--- src/rtl/alu_pkg.sv ---
// Shared ALU divider definitions: default width, FSM state encoding
// and the fixed divide latency used by the EX-stage stall logic.
package alu_pkg;

  localparam int WIDTH = 32;

  typedef enum logic [1:0] {
    IDLE,
    PREP,
    ITER,
    FIX
  } div_state_t;

  localparam int DIV_LATENCY = WIDTH + 2;

endpackage

--- src/rtl/alu_div_seq_if.sv ---
// Divider request/result bundle: start/Sign/A/B in, busy/done/quo/rem/DZ/V out.
// master = EX pipeline side, slave = divider.
interface alu_div_seq_if #(
  parameter int WIDTH = 32
) ();

  logic             start;
  logic             Sign;
  logic [WIDTH-1:0] A;
  logic [WIDTH-1:0] B;
  logic             busy;
  logic             done;
  logic [WIDTH-1:0] quo;
  logic [WIDTH-1:0] rem;
  logic             DZ;
  logic             V;

  modport master (
    output start, Sign, A, B,
    input  busy, done, quo, rem, DZ, V
  );

  modport slave (
    input  start, Sign, A, B,
    output busy, done, quo, rem, DZ, V
  );

endinterface

--- src/rtl/div_step.sv ---
// One restoring-division step: shift next dividend bit into the partial
// remainder, trial-subtract the divisor, keep the result if non-negative.
module div_step #(
  parameter int WIDTH = 32
) (
  input  logic [WIDTH:0]   r_in,
  input  logic [WIDTH-1:0] divisor,
  input  logic             bit_in,
  output logic [WIDTH:0]   r_out,
  output logic             q_bit
);

  logic [WIDTH+1:0] shifted;
  logic [WIDTH+1:0] diff;

  assign shifted = {r_in, bit_in};
  assign diff    = shifted - {2'b00, divisor};
  assign q_bit   = ~diff[WIDTH+1];
  assign r_out   = q_bit ? diff[WIDTH:0]
                         : shifted[WIDTH:0];

endmodule

--- src/rtl/alu_div_seq.sv ---
// Sequential restoring divider (DIV/DIVU), one quotient bit per cycle.
// Ports: clk, reset (sync, active-low), bus (alu_div_seq_if.slave).
module alu_div_seq #(
  parameter int WIDTH = alu_pkg::WIDTH
) (
  input  logic         clk,
  input  logic         reset,
  alu_div_seq_if.slave bus
);

  import alu_pkg::*;

  localparam int CW = $clog2(WIDTH);

  div_state_t state_q;
  div_state_t state_d;

  logic             sgn;
  logic [WIDTH-1:0] a_q;
  logic [WIDTH-1:0] b_q;
  logic [WIDTH-1:0] dq;
  logic [WIDTH-1:0] divs;
  logic [WIDTH:0]   r_q;
  logic [CW-1:0]    cnt;
  logic             qneg;
  logic             rneg;
  logic             dz0;

  logic             done_q;
  logic [WIDTH-1:0] quo_q;
  logic [WIDTH-1:0] rem_q;
  logic             dz_q;
  logic             v_q;

  logic [WIDTH:0]   r_nx;
  logic             q_bit;
  logic             b_zero;
  logic             ovf;

  // dq starts as |A| and fills with quotient bits from the right.
  div_step #(.WIDTH(WIDTH)) u_step (
    .r_in    (r_q),
    .divisor (divs),
    .bit_in  (dq[WIDTH-1]),
    .r_out   (r_nx),
    .q_bit   (q_bit)
  );

  assign b_zero = (b_q == '0);
  assign ovf    = sgn
                & (a_q == {1'b1, {(WIDTH-1){1'b0}}})
                & (b_q == '1);

  always_comb begin
    state_d = state_q;
    unique case (state_q)
      IDLE: if (bus.start) state_d = PREP;
      PREP: state_d = b_zero ? FIX : ITER;
      ITER: if (cnt == '0) state_d = FIX;
      FIX:  state_d = IDLE;
      default: state_d = IDLE;
    endcase
  end

  always_ff @(posedge clk) begin
    if (!reset) begin
      state_q <= IDLE;
      sgn     <= 1'b0;
      a_q     <= '0;
      b_q     <= '0;
      dq      <= '0;
      divs    <= '0;
      r_q     <= '0;
      cnt     <= '0;
      qneg    <= 1'b0;
      rneg    <= 1'b0;
      dz0     <= 1'b0;
      done_q  <= 1'b0;
      quo_q   <= '0;
      rem_q   <= '0;
      dz_q    <= 1'b0;
      v_q     <= 1'b0;
    end else begin
      state_q <= state_d;
      done_q  <= 1'b0;
      unique case (state_q)
        IDLE: begin
          if (bus.start) begin
            sgn  <= bus.Sign;
            a_q  <= bus.A;
            b_q  <= bus.B;
            dz_q <= 1'b0;
            v_q  <= 1'b0;
          end
        end
        PREP: begin
          dq   <= (sgn & a_q[WIDTH-1]) ? -a_q : a_q;
          divs <= (sgn & b_q[WIDTH-1]) ? -b_q : b_q;
          r_q  <= '0;
          cnt  <= CW'(WIDTH - 1);
          qneg <= sgn & (a_q[WIDTH-1] ^ b_q[WIDTH-1]);
          rneg <= sgn & a_q[WIDTH-1];
          dz0  <= b_zero;
        end
        ITER: begin
          dq  <= {dq[WIDTH-2:0], q_bit};
          r_q <= r_nx;
          cnt <= cnt - 1'b1;
        end
        FIX: begin
          done_q <= 1'b1;
          if (dz0) begin
            quo_q <= '1;
            rem_q <= a_q;
            dz_q  <= 1'b1;
            v_q   <= 1'b0;
          end else begin
            quo_q <= qneg ? -dq : dq;
            rem_q <= rneg ? -r_q[WIDTH-1:0]
                          : r_q[WIDTH-1:0];
            dz_q  <= 1'b0;
            v_q   <= ovf;
          end
        end
        default: ;
      endcase
    end
  end

  // The done cycle is IDLE but still counts as busy for the stall logic.
  assign bus.busy = (state_q != IDLE) | done_q;
  assign bus.done = done_q;
  assign bus.quo  = quo_q;
  assign bus.rem  = rem_q;
  assign bus.DZ   = dz_q;
  assign bus.V    = v_q;

endmodule

--- src/flat_wrapper.sv ---
// flat-port wrapper written by rule: the top's interface ports become plain ports
module alu_div_seq_flat import alu_pkg::*;
#(
  parameter int WIDTH = alu_pkg::WIDTH
)
  (clk, reset, bus_start, bus_Sign, bus_A, bus_B, bus_busy, bus_done, bus_quo, bus_rem, bus_DZ, bus_V);
  alu_div_seq_if #(.WIDTH(WIDTH)) bus_i ();
  input  logic clk;
  input  logic reset;
  input wire logic [$bits(bus_i.start)-1:0] bus_start;
  input wire logic [$bits(bus_i.Sign)-1:0] bus_Sign;
  input wire logic [$bits(bus_i.A)-1:0] bus_A;
  input wire logic [$bits(bus_i.B)-1:0] bus_B;
  output wire logic [$bits(bus_i.busy)-1:0] bus_busy;
  output wire logic [$bits(bus_i.done)-1:0] bus_done;
  output wire logic [$bits(bus_i.quo)-1:0] bus_quo;
  output wire logic [$bits(bus_i.rem)-1:0] bus_rem;
  output wire logic [$bits(bus_i.DZ)-1:0] bus_DZ;
  output wire logic [$bits(bus_i.V)-1:0] bus_V;
  assign bus_i.start = bus_start;
  assign bus_i.Sign = bus_Sign;
  assign bus_i.A = bus_A;
  assign bus_i.B = bus_B;
  assign bus_busy = bus_i.busy;
  assign bus_done = bus_i.done;
  assign bus_quo = bus_i.quo;
  assign bus_rem = bus_i.rem;
  assign bus_DZ = bus_i.DZ;
  assign bus_V = bus_i.V;
  alu_div_seq #(.WIDTH(WIDTH)) u_core (.clk(clk), .reset(reset), .bus(bus_i));
endmodule
--- config.mk ---
export PLATFORM = sky130hd
export DESIGN_NAME = alu_div_seq_flat
export DESIGN_NICKNAME = d
export VERILOG_FILES = /design/src/rtl/alu_pkg.sv /design/src/rtl/alu_div_seq_if.sv /design/src/rtl/div_step.sv /design/src/rtl/alu_div_seq.sv /design/src/flat_wrapper.sv
export SDC_FILE = /design/constraint.sdc
export NUM_CORES = 1
export LEC_CHECK = 0
export ABC_AREA = 1
export BUFFER_PORTS_ARGS = -buffer_cell sky130_fd_sc_hd__clkbuf_2
export CELL_PAD_IN_SITES_DETAIL_PLACEMENT = 0
export CELL_PAD_IN_SITES_GLOBAL_PLACEMENT = 1
export CORE_MARGIN = 2
export CORE_UTILIZATION = 46
export DETAILED_ROUTE_END_ITERATION = 8
export PLACE_DENSITY_LB_ADDON = 0.3
export SYNTH_ARGS = -nofsm -noshare
export SYNTH_HDL_FRONTEND = slang
export SYNTH_HIERARCHICAL = 1
export SYNTH_SLANG_ARGS = --single-unit
--- constraint.sdc ---
create_clock -name clk -period 4.4 [get_ports clk]
set_input_delay 0.44 -clock clk [delete_from_list [all_inputs] [get_ports clk]]
set_output_delay 0.44 -clock clk [all_outputs]
set_load 0.01 [all_outputs]
==> flow_metrics.py <==
metrics = {
    "timing": {
        "layout_setup_ws_ns": 1.46,
        "finalSetupViolations": 0,
        "hold_violations": 0,
        "relSlewSlack": 0.369,
        "clock_skew_ns": 0.0277,
        "final.min_clock_period_ns": 2.94,
        "period_share": 0.668,
        "setup_tns_ns": 0,
        "rsz0062_at_grt": "no",
        "timing.fmax_mhz": 340,
        "tightest_slew_ns": 0.944,
        "slew_viol_final": 0,
    },
    "yosys": {
        "async_flop_share": 0,
        "synth_seq_area_share": 0.298,
        "syn_avg_cell_area_um2": 6.01,
        "syn_nets": 2787,
        "synth_top_area_frac": 0.298,
        "syn_area_mm2": 0.0161,
        "synth_edf_count": 0,
        "syn_inst": 2676,
        "synth_ff_type": "dfxtp_1",
        "synth-seq-cells": 239,
        "synth_warnings": 6,
        "synth_top_cell_by_area": "dfxtp_1",
        "synth_cell_types": 44,
        "ys_top_cells_by_area": "dfxtp_1, nand2_1, inv_1",
    },
    "clock_tree": {
        "clk_pin_slew_ns": 0.06,
        "cts_buffer_depth": 3,
        "cts_buffers": 29,
        "cts_max_level": 1,
        "cts_tree": "built",
        "clockRootBuffer": "clkbuf_16",
        "post_cts_buffers": 0,
        "clk_latency_ns": 0.57,
        "cts_hold_buf": 0,
        "clock-sinks": 239,
        "cts-resized-gates": 0,
    },
    "pwr": {
        "p_leak_nw": 8.90,
        "ir_worst_vdd_mv": 0.359,
        "powerDensity_mw_per_mm2": 639,
        "power.total_mw": 11.5,
    },
    "global_route": {
        "grt_pass1_vias": 15900,
        "grt_pass1_wl_um": 86100,
        "gr-total-overflow": 0,
        "grt_antenna_before_repair": 0,
        "grtUsageTotal": 0.299,
        "grt_max_degree": 71,
    },
    "critical_path": {
        "arrival_ns": 3.35,
        "cp-start-kind": "register",
        "critical_path.endpoint_type": "register",
        "r2r_slack_ns": 1.46,
        "crit_required_ns": 4.81,
        "ff2ff_path_depth": 13,
        "r2r_end": "u_core/r_q[19]$_SDFFE_PN0P_",
        "timing.rr.start": "u_core/r_q[22]$_SDFFE_PN0P_",
        "critical_path.max_fanout": 34,
        "worstSetupPathType": "reg2reg",
    },
    "floorplanning": {
        "die_h_um": 191,
        "core_mm2": 0.0345,
        "initial_utilization": 0.466,
        "ios": 136,
        "std_cell_rows": 68,
        "dieArea_mm2": 0.0365,
        "die_x_um": 191,
    },
    "worst_hold_path": {
        "hold_path_end": "u_core/b_q[5]$_SDFFE_PN0P_",
        "hold_start": "bus_B[5]",
        "hold_path.class": "in2reg",
        "hold_depth": 3,
    },
    "status": {
        "status": "finished clean",
    },
    "final_layout": {
        "drive_above_1_share": 0.0957,
        "area_growth_pct": 12.0,
        "layout.nets": 2858,
        "fill_cells": 3678,
    },
    "route": {
        "drt_wl_total_um": 55700,
        "wl_per_cell_um": 17.3,
        "drtAntennaViolNets": 0,
        "drt-pass1-iter-count": 5,
        "drc": 0,
        "detailroute.via_count": 17500,
        "via_per_inst": 5.42,
        "drt-initial-drc-count": 1313,
    },
    "placed_design": {
        "dpl.hpwl_um": 43100,
        "dpl_worst_slack_ns": 1.54,
        "gp_congestion": 0.951,
        "io_buffer_count": 135,
    },
    "run": {
        "max-cap-violations": 0,
    },
}
report_power, final:
part,total [mW],switching [mW],internal (mW)
clock,2.74,0.979,1.76
combinational,5.75,4.08,1.67
sequential,3.01,0.403,2.60
layout by cell type (no fill, tap or decap), types with 7 or more instances in the layout:
cell type  Yosys  layout
clkbuf_2       0     134
bufinv_16      0       8
inv_2          9       8
or2_2          8       8
nor2_1       252     251
inv_1        389     389
clkbuf_16      0      29
nand3_1      267     267
dfxtp_1      239     239
ha_1          42      41
o221ai_1       7       7
o21ai_0      162     162
nand2_2       14      14
nor2_2        12      13
and2_1        11      11
nand2_1      751     750
a21oi_1      179     179
o22ai_1       27      27
nand4_1       38      38
a31oi_1       42      42
xor2_1        22      22
buf_4         12      13
o21ai_1       17      17
o211ai_1      23      23
nor3_1        19      19
nand3_2       10      10
layout make-up:
| type | count | area, µm² | share of cell area |
|---|---|---|---|
| diodes | 1 | 2.50 | 0.000139 |
| clock buffers | 39 | 813 | 0.0452 |
| clock inverters | 15 | 293 | 0.0163 |
| inverters | 401 | 1510 | 0.0838 |
| multi-input cells | 1929 | 9260 | 0.514 |
| flip-flops and latches | 239 | 4780 | 0.266 |
| well taps | 455 | 569 | 0.0316 |
| repair buffers | 147 | 768 | 0.0427 |
cell families (layout without fill, tap and decap cells):
kind of cell	after synthesis	count (layout)	synth area share
xor+xnor	23	23	0.0125
compound gates	463	463	0.156
buf+inv	508	602	0.127
simple gates	1400	1400	0.373
fa+ha+maj	43	43	0.0339
other cells	0	1	0
flops	239	239	0.298
critical path, stage by stage, from the launching register on:
cell and delay [ns]:
dfxtp_1 0.50, ha_1 0.34, nand2_1 0.13, inv_1 0.06
nand2_1 0.13, inv_1 0.05, nand2_1 0.08, a21oi_1 0.08
nor2_2 0.23, nand3_2 0.66, nand3_1 0.31, nand2_1 0.08
nand2_1 0.07, a21oi_1 0.06
cell usage after synthesis, types with 23 or more instances:
library cell and count:
a31oi_1 42, nor2_1 252, nand4_1 38, nand2_1 751
o22ai_1 27, o21ai_0 162, o211ai_1 23, buf_2 24
dfxtp_1 239, nand3_1 267, clkbuf_1 55, a21oi_1 179
ha_1 42, inv_1 389
metal layers:
metal	vias up	GRT usage	share of wire
li1	8761	-	-
met1	8065	0.385	0.44
met2	547	0.503	0.47
met3	113	0.0338	0.051
met4	0	0.135	0.046
met5	-	0	0
stage by stage:
step                      instance area [µm²]  hold WS (ns)   util  cells
after global placement                  16900         0.438  0.490   3171
after detailed placement                16900         0.447  0.490   3171
after CTS                               18000        0.0987  0.522   3225
after floorplan                         16100         0.422      -   2676
after global routing                    18000         0.116  0.522   3225
final                                   18000         0.124  0.522   3226
sequential cells by signal (all words and copies together), names as in the netlist, 5 cells and up:
| name | count |
|---|---|
| u_core/divs | 32 |
| u_core/cnt | 5 |
| u_core/a_q | 32 |
| u_core/bus.quo | 32 |
| u_core/r_q | 33 |
| u_core/b_q | 32 |
| u_core/bus.rem | 32 |
| u_core/dq | 32 |
worst max path at each step:
stage	depth (start not counted)	slack [ns]	startpoint	endpoint
4_1_cts	15	1.50	u_core/r_q[7]$_SDFFE_PN0P_	u_core/r_q[26]$_SDFFE_PN0P_
6_report	13	1.46	u_core/r_q[22]$_SDFFE_PN0P_	u_core/r_q[19]$_SDFFE_PN0P_
3_3_place_gp	15	1.57	u_core/r_q[13]$_SDFFE_PN0P_	u_core/r_q[18]$_SDFFE_PN0P_
2_1_floorplan	18	2.36	u_core/r_q[7]$_SDFFE_PN0P_	u_core/dq[0]$_SDFFE_PN0P_
3_5_place_dp	13	1.54	u_core/r_q[22]$_SDFFE_PN0P_	u_core/r_q[26]$_SDFFE_PN0P_
5_1_grt	15	1.23	u_core/r_q[7]$_SDFFE_PN0P_	u_core/r_q[17]$_SDFFE_PN0P_
(Power assumes the default switching activity.)
